==> config.mk <==
export PLATFORM = sky130hd
export DESIGN_NAME = cfa_cross_window
export DESIGN_NICKNAME = d
export VERILOG_FILES = /design/src/rtl/cfa_cross_window.sv
export SDC_FILE = /design/constraint.sdc
export NUM_CORES = 2
export LEC_CHECK = 0
export CAP_MARGIN = 10
export CORE_MARGIN = 3
export CORE_UTILIZATION = 35
export CTS_BUF_LIST = sky130_fd_sc_hd__clkbuf_4 sky130_fd_sc_hd__clkbuf_8
export DETAILED_ROUTE_END_ITERATION = 7
export PLACE_DENSITY = 0.58
export SLEW_MARGIN = 15
export SYNTH_ARGS = -nofsm -noshare
export SYNTH_HDL_FRONTEND = slang
export SYNTH_SLANG_ARGS = --single-unit
==> constraint.sdc <==
create_clock -name clk -period 8.8 [get_ports clk]
set_clock_uncertainty 0.2 [all_clocks]
set_input_delay 0.88 -clock clk [delete_from_list [all_inputs] [get_ports clk]]
set_output_delay 0.88 -clock clk [all_outputs]
set_load 0.01 [all_outputs]
==> src/rtl/cfa_cross_window.sv <==
// Raster-to-cross-neighbourhood stage: four line buffers plus small alignment
// registers turn a Bayer CFA raster stream into registered 9-pixel cross windows.
module cfa_cross_window #(
  parameter int PIXEL_BW = 12,
  parameter int IMG_W    = 64,
  parameter int IMG_H    = 48,
  parameter int COL_BW   = $clog2(IMG_W),
  parameter int ROW_BW   = $clog2(IMG_H)
) (
  input  logic                clk,
  input  logic                rst,
  input  logic                in_valid,
  input  logic                in_sof,
  input  logic [PIXEL_BW-1:0] in_pixel,
  output logic                out_valid,
  output logic                out_sof,
  output logic                out_eol,
  output logic [ROW_BW-1:0]   out_row,
  output logic [COL_BW-1:0]   out_col,
  output logic [PIXEL_BW-1:0] p_m2_p0,
  output logic [PIXEL_BW-1:0] p_m1_p0,
  output logic [PIXEL_BW-1:0] p_p0_m2,
  output logic [PIXEL_BW-1:0] p_p0_m1,
  output logic [PIXEL_BW-1:0] p_p0_p0,
  output logic [PIXEL_BW-1:0] p_p0_p1,
  output logic [PIXEL_BW-1:0] p_p0_p2,
  output logic [PIXEL_BW-1:0] p_p1_p0,
  output logic [PIXEL_BW-1:0] p_p2_p0
);

  typedef logic [PIXEL_BW-1:0] pix_t;

  // Vertical taps that only need the 2-column delay (row r-2 has its own window).
  typedef struct packed {
    pix_t m4;
    pix_t m3;
    pix_t m1;
    pix_t p0;
  } vtap_t;

  pix_t lb0 [IMG_W];
  pix_t lb1 [IMG_W];
  pix_t lb2 [IMG_W];
  pix_t lb3 [IMG_W];

  logic [COL_BW-1:0] col, cur_col;
  logic [ROW_BW-1:0] row, cur_row;
  logic              accept, emit, at_first, at_eol;
  vtap_t             v_now, v_d1, v_d2;
  pix_t              tap_m2;
  // Row r-2 history: hsr[0] is column c-1, hsr[3] is column c-4.
  logic [3:0][PIXEL_BW-1:0] hsr;

  // NOTE: every always_comb output gets a value on every path, so no latch is inferred.
  always_comb begin
    accept   = in_valid && !rst;
    cur_col  = in_sof ? '0 : col;
    cur_row  = in_sof ? '0 : row;
    tap_m2   = lb1[cur_col];
    v_now    = {lb3[cur_col], lb2[cur_col], lb0[cur_col], in_pixel};
    emit     = accept && (cur_row >= ROW_BW'(4)) && (cur_col >= COL_BW'(4));
    at_first = (cur_row == ROW_BW'(4)) && (cur_col == COL_BW'(4));
    at_eol   = (cur_col == COL_BW'(IMG_W - 1));
  end

  // NOTE: line buffers carry no reset; rows 0-3 of each frame refill them before
  // any emission reads them, so clearing would only cost a wide reset fan-out.
  always_ff @(posedge clk) begin
    if (accept) begin
      lb0[cur_col] <= in_pixel;
      lb1[cur_col] <= lb0[cur_col];
      lb2[cur_col] <= lb1[cur_col];
      lb3[cur_col] <= lb2[cur_col];
    end
  end

  // NOTE: sequential state uses non-blocking assignments so every register
  // samples pre-edge values, which the read-before-write chain depends on.
  always_ff @(posedge clk) begin
    if (rst) begin
      col       <= '0;
      row       <= '0;
      v_d1      <= '0;
      v_d2      <= '0;
      hsr       <= '0;
      out_valid <= 1'b0;
      out_sof   <= 1'b0;
      out_eol   <= 1'b0;
      out_row   <= '0;
      out_col   <= '0;
      p_m2_p0   <= '0;
      p_m1_p0   <= '0;
      p_p0_m2   <= '0;
      p_p0_m1   <= '0;
      p_p0_p0   <= '0;
      p_p0_p1   <= '0;
      p_p0_p2   <= '0;
      p_p1_p0   <= '0;
      p_p2_p0   <= '0;
    end else begin
      out_valid <= emit;
      out_sof   <= emit && at_first;
      out_eol   <= emit && at_eol;
      if (emit) begin
        out_row <= cur_row - ROW_BW'(2);
        out_col <= cur_col - COL_BW'(2);
        p_m2_p0 <= v_d2.m4;
        p_m1_p0 <= v_d2.m3;
        p_p0_m2 <= hsr[3];
        p_p0_m1 <= hsr[2];
        p_p0_p0 <= hsr[1];
        p_p0_p1 <= hsr[0];
        p_p0_p2 <= tap_m2;
        p_p1_p0 <= v_d2.m1;
        p_p2_p0 <= v_d2.p0;
      end
      if (in_valid) begin
        if (at_eol) begin
          col <= '0;
          row <= (cur_row == ROW_BW'(IMG_H - 1)) ? '0 : cur_row + ROW_BW'(1);
        end else begin
          col <= cur_col + COL_BW'(1);
          row <= cur_row;
        end
        v_d1 <= v_now;
        v_d2 <= v_d1;
        hsr  <= {hsr[2:0], tap_m2};
      end
    end
  end

endmodule

# Word level (Yosys, flattened, before mapping)
# Memories as Yosys holds them, arrays and structs flattened. A register that Yosys moved wholly into a read port is not among the register bits.
# Index checks and enable logic that the tools add are counted.
# W data, S select, Z words.
dict set report totals {
  regBits 267
  ramBits 3072
  inputBits 16
  n_memories 4
}
dict set report op_classes {
  magnitude_cmp 2
  n_addsub 4
  n_eq_ne 4
  n_mux 7
  reduce_logical 7
}
# name depth width rd rd_clocked_by_memory_dff wr line
set memory_table {}
lappend memory_table {lb0 64 12 1 0 1 41} ;# pix_t lb0 [IMG_W];
lappend memory_table {lb1 64 12 1 0 1 42} ;# pix_t lb1 [IMG_W];
lappend memory_table {lb2 64 12 1 0 1 43} ;# pix_t lb2 [IMG_W];
lappend memory_table {lb3 64 12 1 1 1 44} ;# pix_t lb3 [IMG_W];
# operator n
set ops {}
lappend ops {{$mux W6} 5}
lappend ops {{$add A6 B1 Y6 const B} 2}
lappend ops {{$eq A6 B3 Y1 const B} 2}
lappend ops {{$eq A6 B6 Y1 const B} 2}
lappend ops {{$ge A6 B3 Y1 const B} 2}
lappend ops {{$sub A6 B2 Y6 const B} 2}
lappend ops {{$logic_and A1 B1 Y1} 6}
lappend ops {{$mux W1} 2}
lappend ops {{$logic_not A1 Y1} 1}

# Longest topological paths before layout
dict set report depth {
  word_depth 5
  ltp_mapped 12
  depth_no_buf 8
}

# Worst setup path before layout
# OpenSTA, ideal clock, no wires.
dict set report synth_path {
  path_kind {input port to flip-flop}
  from {in in_sof}
  to {mem lb0[15][0] (netlist bit), enable pin}
  arrival_time_ns 4.396
  path_buffers 7
  t_required_ns 8.146
  path_stages 10
  path_slack_ns 3.750
  path_cell_list {buf_4 > nor2b_1 > buf_2 > buf_6 > buf_4 > buf_2 > buf_2 > buf_2 > nand3_1 > nor2_1}
}
dict set report synth_between {
  elab_chain_len 1
}
# element line
set synth_rtl {}
lappend synth_rtl {{from (decl)} 13} ;# input logic in_sof,
lappend synth_rtl {{$mux W6} 57} ;# cur_col = in_sof ? '0 : col;
lappend synth_rtl {{to (decl)} 41}
# No other way between the ends.

# Worst setup path in the final report
dict set report layout_path {
  from {reg col[0]}
  to {mem lb2[49][10] (netlist bit), data pin}
}
dict set report layout_between {
  elab_chain_len 2
}
# element line
set layout_rtl {}
lappend layout_rtl {{from (decl)} 46} ;# logic [COL_BW-1:0] col, cur_col;
lappend layout_rtl {{from (signal assigned)} 122} ;# col <= cur_col + COL_BW'(1);
lappend layout_rtl {{$mux W6} 57}
lappend layout_rtl {{$mem_v2 Z64 W12} --}
lappend layout_rtl {{named net tap_m2[10]} 50} ;# pix_t tap_m2;
lappend layout_rtl {{to (decl)} 43}
# The timed path passes the listed nets, and every way through them passes these cells.

==> metrics.log <==
[metrics] dpl hpwl: 218.5 mm
[metrics] number of warnings issued by yosys: 0
[metrics] number of cells traversed by the worst register-to-register path: 10
[metrics] most frequently used flop master after synthesis: edfxtp_1
[metrics] drt via density: approximately 5.7
[metrics] Clock Root Buffer: clkbuf_8
[metrics] net count of the finished layout: ~8400
[metrics] maximum capacitance violations: 0
[metrics] worst reg-to-reg setup slack: 2.46 ns
[metrics] First-pass DRT Iterations: 6
[metrics] TritonCTS clock tree: done
[metrics] Leakage Power: approximately 48 nW
[metrics] violation count after the first detailed-route iteration: around 10000
[metrics] clock-pin slew reported for the worst setup and hold paths after clock tree synthesis: 0.06 ns
[metrics] Hold Crit Depth: 3
[metrics] leading area contributor after synthesis: edfxtp_1
[metrics] Final Wtd Congestion: slightly above 0.8
[metrics] simple-gate area share of the yosys netlist: about 3.2%
[metrics] CTS buffer count: 543
[metrics] core area: ~0.37 mm2
[metrics] type of the worst setup path: flop to flop
[metrics] Gate Count Post-Synth: around 8000
[metrics] post-synthesis instance area: 0.1296 mm2
[metrics] Setup-failing EPs final: 0
[metrics] number of synthesized register bits: between 3000 and 4000
[metrics] number of pins exceeding their max-slew limit in the final report: 0
[metrics] fraction of synthesized cell area taken by the top area cell type: between 70% and 80%
[metrics] slew at the pin with the worst max-slew slack: ~1.3 ns
[metrics] Final Hold Viols: 0
[metrics] IO Count: around 140
[metrics] leading post-synthesis cells by instance count: edfxtp_1 (3072), mux2i_1 (1072), nand2_1 (577)
[metrics] number of library cell types mapped by synthesis: 66
[metrics] PostCTS Resize Cnt: 0
[metrics] per-instance average area after synthesis: around 16 um2
[metrics] global-route wire length before repair: between 500 and 600 mm
[metrics] compound-cell area share of the yosys netlist: 10.20%
[metrics] cell types occupying the most area after synthesis: edfxtp_1 (71%), mux2i_1 (8.3%), dfxtp_1 (4.3%), o22ai_1 (2.2%), a211oi_1 (2.1%)
[metrics] final-layout setup total negative slack: 0 ns
[metrics] portion of netlist area occupied by mux cells: under 10%
[metrics] crit path DAT: slightly below 7 ns
[metrics] dominant combinational cell family by area after synthesis: compound AO/OA/AOI/OAI gates
[metrics] largest net degree at the start of global routing: about 120
[metrics] cell seen most often among critical-path stages: buf_4
[metrics] final WL: a little over 400 mm
[metrics] Die X: ~600 um
[metrics] endpoint of the lowest-slack register-to-register path: lb2[49][10]
[metrics] average routed wire per standard cell: between 20 and 30 um
[metrics] Overall Global Routing Usage: about 21%
[metrics] number of antenna violations at the first check in global routing: 16
[metrics] HP Class: input port to flop
[metrics] die area: around 0.38 mm2
[metrics] largest buffer count on any clock path: 4
[metrics] H-tree depth: 6
[metrics] row count: ~220
[metrics] crit path time final: around 6.3 ns
[metrics] Critical Path Max Stage Delay: 0.90 ns
[metrics] category of the worst setup path capture point: flop
[metrics] total via count after detailed routing: about 78000
[metrics] kind of launch point of the worst setup path: flop
[metrics] y dimension of the die: slightly above 600 um
[metrics] VDD IR-drop max: approximately 0.12 mV
[metrics] Fmax: ~0.16 GHz
[metrics] unrepaired setup endpoints after global routing: no
[metrics] async set or reset register ratio after synthesis: 0%
[metrics] run status: finished clean
[metrics] fraction of final layout cells sized beyond drive strength 1: between 10% and 20%
[metrics] count of input and output buffers: around 140
[metrics] Sink Count: 3351
[metrics] Post-Synth Adder-Cell Area: less than 1%
[metrics] Max transition margin: approximately an eighth
[metrics] drt drc: 0
[metrics] initial standard-cell utilization of the core: between 30% and 40%
[metrics] nets in the synthesized netlist: 8038
[metrics] worst path required time: slightly above 9 ns
[metrics] power density cells: about 220 mW/mm2
[metrics] fraction of the yosys area taken by sequential cells: between 70% and 80%
[metrics] remaining global-route overflow: 0
[metrics] cell type of the slowest stage on the worst timing path: clkinv_1
[metrics] Period Utilization, post-route: slightly above 70%
[metrics] post-CTS setup-driven buffer insertion count: 0
[metrics] signed area change from the synthesized netlist to the final layout: 14.49%
[metrics] cells along the critical path: nor2b_4, buf_12, buf_4, a22o_1, a211oi_1, o22ai_1, nor4_1, buf_4, clkinv_1, buf_4
[metrics] source of the worst hold timing path: in_valid
[metrics] insertion delay to the later sink of the worst-skew pair: 1.05 ns
[metrics] Antenna Violating Nets Remaining: 0
[metrics] Post-Synth XOR/XNOR Area: less than 1%
[metrics] most frequently used cell type in the post-synthesis netlist: edfxtp_1
[metrics] Post-synth EDFFs: just over 3000
[metrics] startpoint of the most critical register-to-register path: col[0]
[metrics] overall power consumption: 32.75 mW
[metrics] vias in the first global route: 75200
[metrics] maximum fanout along the worst path: 87
[metrics] worst hold path endpoint: v_d2[31]
## area by class of cell
class                      instances  area [um2]
antenna                            6       15.01
multi-input combinational       4082       29940
tap                             4928        6166
clock buffer                     745        9203
inverter                          20       85.08
fill                           33220      218800
clock inverter                   192        1245
timing repair buffer             422        3924
sequential                      3351       97840
## flip-flops by register name, indices dropped and copies added (netlist names)
name / flops
p_p1_p0: 12
p_p0_p2: 12
lb3: 768
out_sof: 1
lb2: 768
out_col: 6
p_p2_p0: 12
v_d2: 48
out_valid: 1
col: 6
p_m2_p0: 12
p_p0_m2: 12
p_m1_p0: 12
out_row: 6
lb1: 768
out_eol: 1
p_p0_m1: 12
lb0: 768
p_p0_p1: 12
row: 6
hsr: 48
p_p0_p0: 12
v_d1: 48
## how the worst max path moves through the flow
stage                   from           to  cells past startpoint
global placement    in_valid   lb1[27][0]                      6
detailed placement  in_valid   lb1[27][7]                      6
floorplan             in_sof   lb0[15][0]                     10
global route          col[0]  lb2[49][10]                      9
finish                col[0]  lb2[49][10]                     10
CTS                   col[0]   lb0[25][8]                      6
## cells by family after synthesis
kind of cell,count (synthesis)
AOI/OAI and AO/OA,1919
xor gates and xnor gates,4
adders and majority gates,5
buffers and inverters,584
DFF,3351
muxes,1139
and+or+nand+nor,1015
## cells in the final DEF, fill, tap and decap left out, types with 18 or more instances in the layout
cell | synthesis | layout
mux2i_1 | 1072 | 1072
a221oi_1 | 52 | 52
edfxtp_1 | 3072 | 3072
a21oi_1 | 163 | 163
clkinv_1 | 2 | 100
a211oi_1 | 370 | 370
nor2_4 | 0 | 66
nand2_1 | 577 | 573
o22ai_1 | 464 | 464
clkinv_2 | 0 | 50
o21a_1 | 24 | 24
nor2_1 | 313 | 246
clkbuf_8 | 0 | 577
mux4_2 | 24 | 24
a22oi_1 | 61 | 61
a222oi_1 | 19 | 19
buf_4 | 22 | 250
clkdlybuf4s50_1 | 0 | 123
buf_12 | 0 | 31
nor2b_1 | 28 | 26
or4_2 | 0 | 20
mux2_2 | 43 | 43
dfxtp_1 | 279 | 277
a22o_1 | 301 | 301
o21ai_0 | 338 | 338
a311o_1 | 18 | 18
clkbuf_4 | 0 | 169
## report_power, final
group          internal (mW)  switching [mW]  total (mW)
Clock                   7.08            6.16        13.2
Combinational          0.512            1.28        1.79
Sequential              17.7          0.0538        17.7
## through the flow
| step | worst slack (ns) | utilization, % | hold slack, ns | instance area [um2] | std cells |
|---|---|---|---|---|---|
| 4_1_cts | 3.388 | 40.39 | 0.06761 | 148300 | 13740 |
| 3_3_place_gp | 2.764 | 37.53 | 0.2442 | 137800 | 12800 |
| 3_5_place_dp | 2.747 | 37.54 | 0.2461 | 137900 | 12800 |
| 5_1_grt | 2.886 | 40.42 | 0.1329 | 148400 | 13740 |
| 2_1_floorplan | 3.750 | - | 0.2312 | 129600 | 8017 |
| 6_report | 2.455 | 40.42 | 0.1733 | 148400 | 13750 |
## timing repair
item / CTS / global route
hold endpoints to repair: 20 / 0
endpoints found under the setup margin: 0 / 0
hold buffers: 1 / 0
## worst max-delay path: cells and delay by family (launching register included)
kind            cells  cell delay, ns
compound gates      3            1.22
buf+inv             5            2.57
flops               1            0.52
simple gates        2            0.98
## per-layer routing
metal | routed length, um | part of all wire, % | global-route usage, % | up-vias
li1 | - | - | - | 32770
met1 | 167900 | 42 | 28.82 | 39960
met3 | 40050 | 9.9 | 4.722 | 759
met2 | 179800 | 45 | 31.18 | 4248
met4 | 15110 | 3.8 | 7.347 | 12
met5 | 80 | 0.020 | 0 | -
(Power assumes the default switching activity.)
